File: src/rtl/prim_2sync_pkg.sv
// Shared constants for the multi-bit flop synchronizer.
// PRIM_2SYNC_EXTRA_STAGE_EN adds a third synchronizer stage (latency 3 instead of 2).
package prim_2sync_pkg;

`ifdef PRIM_2SYNC_EXTRA_STAGE_EN
  localparam int unsigned NumStages = 3;
`else
  localparam int unsigned NumStages = 2;
`endif

  localparam int unsigned DefaultWidth = 16;

endpackage

File: src/rtl/prim_2sync_stage.sv
// One Width-wide synchronizer stage: a plain flop bank with async active-high reset.
module prim_2sync_stage
  import prim_2sync_pkg::*;
#(
  parameter int unsigned     Width      = DefaultWidth,
  parameter logic [Width-1:0] ResetValue = '0
) (
  input  logic             clk_i,
  input  logic             rst_i,
  input  logic [Width-1:0] d_i,
  output logic [Width-1:0] q_o
);

  // Kept separate and un-retimed so each bit sees a full cycle to resolve metastability.
  (* ASYNC_REG = "TRUE" *) (* keep = "true" *) logic [Width-1:0] q_q;
  logic [Width-1:0] q_d;

  always_comb q_d = d_i;

  always_ff @(posedge clk_i or posedge rst_i) begin
    if (rst_i) q_q <= ResetValue;
    else       q_q <= q_d;
  end

  assign q_o = q_q;

endmodule

File: src/rtl/prim_2flop_sync.sv
// Per-bit flop synchronizer into clk_i; a chain of NumStages stages, q_o straight from the last flop.
// PRIM_2SYNC_EXTRA_STAGE_EN (via prim_2sync_pkg) selects a 3-stage chain.
module prim_2flop_sync
  import prim_2sync_pkg::*;
#(
  parameter int unsigned      Width      = DefaultWidth,
  parameter logic [Width-1:0] ResetValue = '0
) (
  input  logic             clk_i,
  input  logic             rst_i,
  input  logic [Width-1:0] d_i,
  output logic [Width-1:0] q_o
);

  logic [Width-1:0] chain [NumStages+1];

  assign chain[0] = d_i;

  for (genvar s = 0; s < NumStages; s++) begin : g_stage
    prim_2sync_stage #(
      .Width      (Width),
      .ResetValue (ResetValue)
    ) u_stage (
      .clk_i (clk_i),
      .rst_i (rst_i),
      .d_i   (chain[s]),
      .q_o   (chain[s+1])
    );
  end

  assign q_o = chain[NumStages];

`ifndef SYNTHESIS
  // Edges since reset release, saturating once the whole chain holds post-reset data.
  localparam logic [1:0] WarmMax = 2'(NumStages);
  logic [1:0] warm_q, warm_d;

  always_comb begin
    warm_d = warm_q;
    if (warm_q != WarmMax) warm_d = warm_q + 2'd1;
  end

  always_ff @(posedge clk_i or posedge rst_i) begin
    if (rst_i) warm_q <= 2'd0;
    else       warm_q <= warm_d;
  end

  a_reset_value : assert property (@(posedge clk_i) rst_i |-> (q_o == ResetValue));

  a_latency : assert property (@(posedge clk_i) disable iff (rst_i)
    (warm_q == WarmMax) |-> (q_o == $past(d_i, NumStages)));
`endif

endmodule

File: config.mk
export PLATFORM = sky130hd
export DESIGN_NAME = prim_2flop_sync
export DESIGN_NICKNAME = d
export VERILOG_FILES = /design/src/rtl/prim_2sync_pkg.sv /design/src/rtl/prim_2sync_stage.sv /design/src/rtl/prim_2flop_sync.sv
export SDC_FILE = /design/constraint.sdc
export NUM_CORES = 1
export LEC_CHECK = 0
export CAP_MARGIN = 5
export CORE_MARGIN = 10
export CORE_UTILIZATION = 42
export CTS_BUF_LIST = sky130_fd_sc_hd__clkbuf_8 sky130_fd_sc_hd__clkbuf_16
export CTS_CLUSTER_SIZE = 20
export DETAILED_ROUTE_END_ITERATION = 8
export GPL_ROUTABILITY_DRIVEN = 0
export PLACE_DENSITY_LB_ADDON = 0.08
export SLEW_MARGIN = 25
export SYNTH_ARGS = -nofsm -noshare
export SYNTH_HDL_FRONTEND = slang
export SYNTH_SLANG_ARGS = --single-unit
File: constraint.sdc
create_clock -name clk_i -period 1.03 [get_ports clk_i]
set_input_delay 0.206 -clock clk_i [delete_from_list [all_inputs] [get_ports clk_i]]
set_output_delay 0.206 -clock clk_i [all_outputs]
set_load 0.01 [all_outputs]
==> flow_metrics.tcl, run 1 <==
set metrics [dict create \
    critPathCaptureType "output pin" \
    cts_buffer_depth 2 \
    die_w_microns 66.9 \
    num-multi-input-gates 0 \
    syn_area_sq_um 925 \
    htreeDepth 2 \
    io_pins 34 \
    clock-sinks 32 \
    power.total_uw 2420 \
    synthAdderAreaFrac_pct 0 \
    root_buffer "clkbuf_8" \
    finalHoldViolCount 0 \
    worstPathBufferInverterCount 1 \
    syn_nets 67 \
    yosys_warnings 0 \
    slew_violations 0 \
    relSlewSlack_pct 89.1 \
    port_buffers 33 \
    largest_register_ffs 32 \
    start_util_pct 45.7 \
    rows 16 \
    finClkSkew_ps 1.63 \
    synthMuxAreaShare_pct 0 \
    ys_types 3 \
    synth_top_family_by_area "buffers and inverters" \
    place_hpwl_microns 983 \
    fin_crit_ps 971 \
    wirelength_microns 1290 \
    hp-class "input port to asynchronous set/reset pin" \
    clk_pin_slew_worst_paths_ps 60 \
    fin_nets 92 \
    diodes 0 \
    cts_tree "yes" \
    timing.final.setup_violations 0 \
    grt_util_all_layers_pct 6.92 \
    cp_max_fo 1 \
    yosys-top-cells-area "dfrtp_1, buf_4, inv_1" \
    core-area_sq_um 2020 \
    ys_seq_area_share_pct 86.6 \
    outcome "finished, final reports clean" \
    synth-xor-area-share_pct 0 \
    rsz0062_at_grt "no" \
    vias_per_cell 3.90 \
    synth-seq-cells 32 \
    drive_above_1_share_pct 33.3 \
    grt_pass1_wl_microns 2150 \
    cp_cell_sequence "buf_2" \
    required_ps 820 \
    fillers 170 \
    crit_type "register to output pin" \
    slowest_stage "dfrtp_1" \
    grt.overflow.total 0 \
    die_h_microns 66.9 \
    clkLatencyLatePin_ps 270 \
    wire_per_inst_microns 12.7 \
    maxCapViolCount 0 \
    hold_slack_ps 261 \
    critPathLaunchType "register" \
    avgSynthCellArea_sq_um 18.9 \
    critPathTopFamily "flip-flops" \
    syn_inst 49 \
    yosys.area.top_type_share_pct 86.6 \
    antenna_found_initial 0 \
    worst_pin_slew_ps 163 \
    drt-pass1-iter-count 2 \
    synthSimpleGateAreaFrac_pct 0 \
    grt_max_degree 33 \
    hold_buffers 0 \
    syn_to_final_growth_pct 29.9 \
    max_freq_mhz 1030 \
    fin_util_pct 59.4 \
    drc_errors 0 \
    die-area_sq_um 4480 \
    multiInputGateArea_sq_um 0 \
    grt_pass1_vias 449 \
    powerDensity_nw_per_um2 2010 \
    numCtsBuffers 5 \
    peakVddDrop_mv 1.08 \
    cpPeakStageDelay_ps 360 \
    arrival_ps 770 \
    setup_tns_ps 0 \
    vias 398 \
    synth_top_cell_by_area "dfrtp_1" \
    synth_compound_area_share_pct 0 \
    min_period_over_period_pct 94.3 \
    ant_nets 0 \
    power_leakage_uw 0.000568 \
    drtIter0Drc 1 \
]
-- placed cells by master, fill, tap and decap left out --
| cell | n |
|---|---|
| dfrtp_1 | 32 |
| clkdlybuf4s50_1 | 17 |
| buf_2 | 16 |
| clkbuf_8 | 6 |
| clkinv_2 | 2 |
| inv_1 | 1 |
| buf_12 | 1 |
-- kinds of logic after synthesis --
logic type	Yosys count
buffers and inverters	17
DFF	32
-- what timing repair did --
action / CTS / global route
setup buffers: 0 / 0
resized for setup: 64 / 0
setup endpoints to repair: 16 / 0
-- final cells by class --
type | count | area [sq um] | area share, %
tap | 27 | 33.8 | 2.81
sequential | 32 | 801 | 66.7
clock inverter | 2 | 10.0 | 0.833
timing repair buffer | 34 | 270 | 22.5
clock buffer | 6 | 82.6 | 6.88
inverter | 1 | 3.75 | 0.313
-- power by group --
part	internal (uW)	total, uW	switching [uW]
clock network	531	937	406
registers	1320	1330	13.2
logic	85.0	145	60.1
total	1940	2420	479
-- cell usage after synthesis --
library cell and instances:
dfrtp_1 32, inv_1 1, buf_4 16
-- per-stage QoR --
stage	setup WS, ps	std cells	instance area (sq um)
after floorplan	133	49	925
after global placement	-24.7	94	1190
after detailed placement	-38.4	94	1190
after CTS	38.2	102	1200
after global routing	11.4	102	1200
final	58.7	102	1200
-- path summary, 6_finish.rpt --
kind                                                     start                                   end  slack, ps  cells after the start
min                                                      rst_i  g_stage[0].u_stage.q_o[10]$_DFF_PP0_        260                      3
max reg2reg                g_stage[0].u_stage.q_o[8]$_DFF_PP0_   g_stage[1].u_stage.q_o[8]$_DFF_PP0_        550                      0
max                        g_stage[1].u_stage.q_o[5]$_DFF_PP0_                                q_o[5]         60                      1
max in group asynchronous                                rst_i  g_stage[0].u_stage.q_o[13]$_DFF_PP0_        610                      3
min reg2reg                g_stage[0].u_stage.q_o[9]$_DFF_PP0_   g_stage[1].u_stage.q_o[9]$_DFF_PP0_        350                      0
min in group clk_i         g_stage[0].u_stage.q_o[9]$_DFF_PP0_   g_stage[1].u_stage.q_o[9]$_DFF_PP0_        350                      0
-- layer usage --
layer  track usage, %  vias up  share of wire [%]
met5                0        -                  0
met3             6.69        3                 13
li1                 -      179                  -
met2             10.7       24                 52
met4             3.85        0                1.2
met1             5.65      192                 33
No activity file was read; power rests on OpenSTA's default activity.
==> run 2: changes to the inputs <==
--- a/config.mk
+++ b/config.mk
@@ -7,7 +7,7 @@
 export LEC_CHECK = 0
 export CAP_MARGIN = 5
 export CORE_MARGIN = 10
-export CORE_UTILIZATION = 42
+export CORE_UTILIZATION = 40
 export CTS_BUF_LIST = sky130_fd_sc_hd__clkbuf_8 sky130_fd_sc_hd__clkbuf_16
 export CTS_CLUSTER_SIZE = 20
 export DETAILED_ROUTE_END_ITERATION = 8
@@ -17,3 +17,4 @@
 export SYNTH_ARGS = -nofsm -noshare
 export SYNTH_HDL_FRONTEND = slang
 export SYNTH_SLANG_ARGS = --single-unit
+export TNS_END_PERCENT = 50
==> run 2 against run 1 <==
Net effect: worst hold slack improved by 9.2 ps; clock power fell by 3.2%; utilization fell by 5.2 points.
==> flow_metrics.tcl, run 2 (synthesis results as in run 1) <==
set metrics [dict create \
    outcome "finished, final reports clean" \
    clock-sinks 32 \
    grt_pass1_wl_microns 2160 \
    clkLatencyLatePin_ps 270 \
    syn_to_final_growth_pct 29.8 \
    endpoint "q_o[0]" \
    timing.final.setup_violations 0 \
    vias 407 \
    timing.rr.end "g_stage[1].u_stage.q_o[15]$_DFF_PP0_" \
    crit_type "register to output pin" \
    ant_nets 0 \
    worst_pin_slew_ps 164 \
    fin_ws_ps 63.0 \
    drc_errors 0 \
    required_ps 820 \
    cts_setup_buffers 0 \
    die-area_sq_um 4630 \
    grt_util_all_layers_pct 6.90 \
    drt-pass1-iter-count 2 \
    layout_common_cells "dfrtp_1, clkdlybuf4s50_1, buf_2" \
    drtIter0Drc 2 \
    multiInputGateArea_sq_um 0 \
    cp_cell_sequence "buf_2" \
    powerDensity_nw_per_um2 1990 \
    relSlewSlack_pct 89.1 \
    reg2reg_slack_ps 540 \
    max_freq_mhz 1030 \
    critPathCaptureType "output pin" \
    clk_pin_slew_worst_paths_ps 60 \
    largest_register_ffs 32 \
    arrival_ps 760 \
    place_area_sq_um 1190 \
    setup_tns_ps 0 \
    die_h_microns 68.1 \
    hp-class "input port to asynchronous set/reset pin" \
    num-multi-input-gates 0 \
    fillers 197 \
    grt.overflow.total 0 \
    io_pins 34 \
    start_util_pct 41.8 \
    slowest_stage "dfrtp_1" \
    antenna_found_initial 0 \
    wirelength_microns 1370 \
    finClkSkew_ps 1.43 \
    cpPeakStageDelay_ps 350 \
    finalHoldViolCount 0 \
    timing.rr.start "g_stage[0].u_stage.q_o[15]$_DFF_PP0_" \
    rsz0062_at_grt "no" \
    power_leakage_uw 0.000571 \
    rows 17 \
    critPathTopFamily "flip-flops" \
    min_period_over_period_pct 93.9 \
    die_w_microns 68.1 \
    htreeDepth 2 \
    r2r_cells 0 \
    critPathLaunchType "register" \
    dp_worst_setup_slack_ps -28.9 \
    cts_buffer_depth 2 \
    root_buffer "clkbuf_8" \
    numCtsBuffers 5 \
    wire_per_inst_microns 13.3 \
    peakVddDrop_mv 1.27 \
    maxCapViolCount 0 \
    fin_crit_ps 967 \
    drive_above_1_share_pct 30.7 \
    final_cells 103 \
    design_area_sq_um 1200 \
    diodes 0 \
    port_buffers 33 \
    worstPathBufferInverterCount 1 \
    core-area_sq_um 2210 \
    grt_pass1_vias 452 \
    fin_util_pct 54.2 \
    vias_per_cell 3.95 \
    grt_max_degree 33 \
    layout.cells.most_common "dfrtp_1" \
    cp_max_fo 1 \
    fin_nets 92 \
    slew_violations 0 \
    critical_path_cell_count 1 \
    placed_cells_incl_taps 95 \
    hold_buffers 0 \
    crit_start "g_stage[1].u_stage.q_o[0]$_DFF_PP0_" \
    cts_tree "yes" \
]
[run 2: changes by cell type in the layout (fill, tap and decap cells not counted)]
cell	change
inv_1	+2
clkinv_2	-2
[run 2: worst min path at each step]
| stage | startpoint | endpoint |
|---|---|---|
| 6_report | rst_i | g_stage[0].u_stage.q_o[3]$_DFF_PP0_ |
| 5_1_grt | rst_i | g_stage[0].u_stage.q_o[3]$_DFF_PP0_ |
| 4_1_cts | rst_i | g_stage[0].u_stage.q_o[3]$_DFF_PP0_ |
| 3_5_place_dp | g_stage[0].u_stage.q_o[0]$_DFF_PP0_ | g_stage[1].u_stage.q_o[0]$_DFF_PP0_ |
| 3_3_place_gp | g_stage[0].u_stage.q_o[0]$_DFF_PP0_ | g_stage[1].u_stage.q_o[0]$_DFF_PP0_ |
| 2_1_floorplan | d_i[0] | g_stage[0].u_stage.q_o[0]$_DFF_PP0_ |
[run 2: what timing repair did]
action                     CTS  global route
resized for setup           63             1
setup endpoints to repair   16             1
pin swaps                    0             0
[run 2: final cells by class]
| class | instances | area [sq um] | share of cell area, % |
|---|---|---|---|
| Timing Repair Buffer | 34 | 270 | 22.5 |
| Clock inverter | 2 | 7.51 | 0.626 |
| Sequential cell | 32 | 801 | 66.7 |
| Clock buffer | 6 | 82.6 | 6.88 |
| Tap cell | 28 | 35.0 | 2.92 |
| Inverter | 1 | 3.75 | 0.313 |
[run 2: where the power goes]
part           internal [uW]  leakage (uW)  switching (uW)
clock network            523     0.0000538             384
logic                   85.0      0.000144            61.3
registers               1320      0.000373            13.9
total                   1930      0.000571             459
[run 2: per-layer routing]
metal | GRT usage [%] | wire (microns)
met1 | 5.04 | 410
met2 | 11.5 | 764
met3 | 6.53 | 178
met4 | 3.77 | 11
met5 | 0 | 0
[run 2: metrics by stage]
step                hold WS (ps)  total power, uW
floorplan                    237             1440
global placement             331             1540
detailed placement           335             1540
CTS                          274             2430
global route                 282             2520
finish                       271             2390
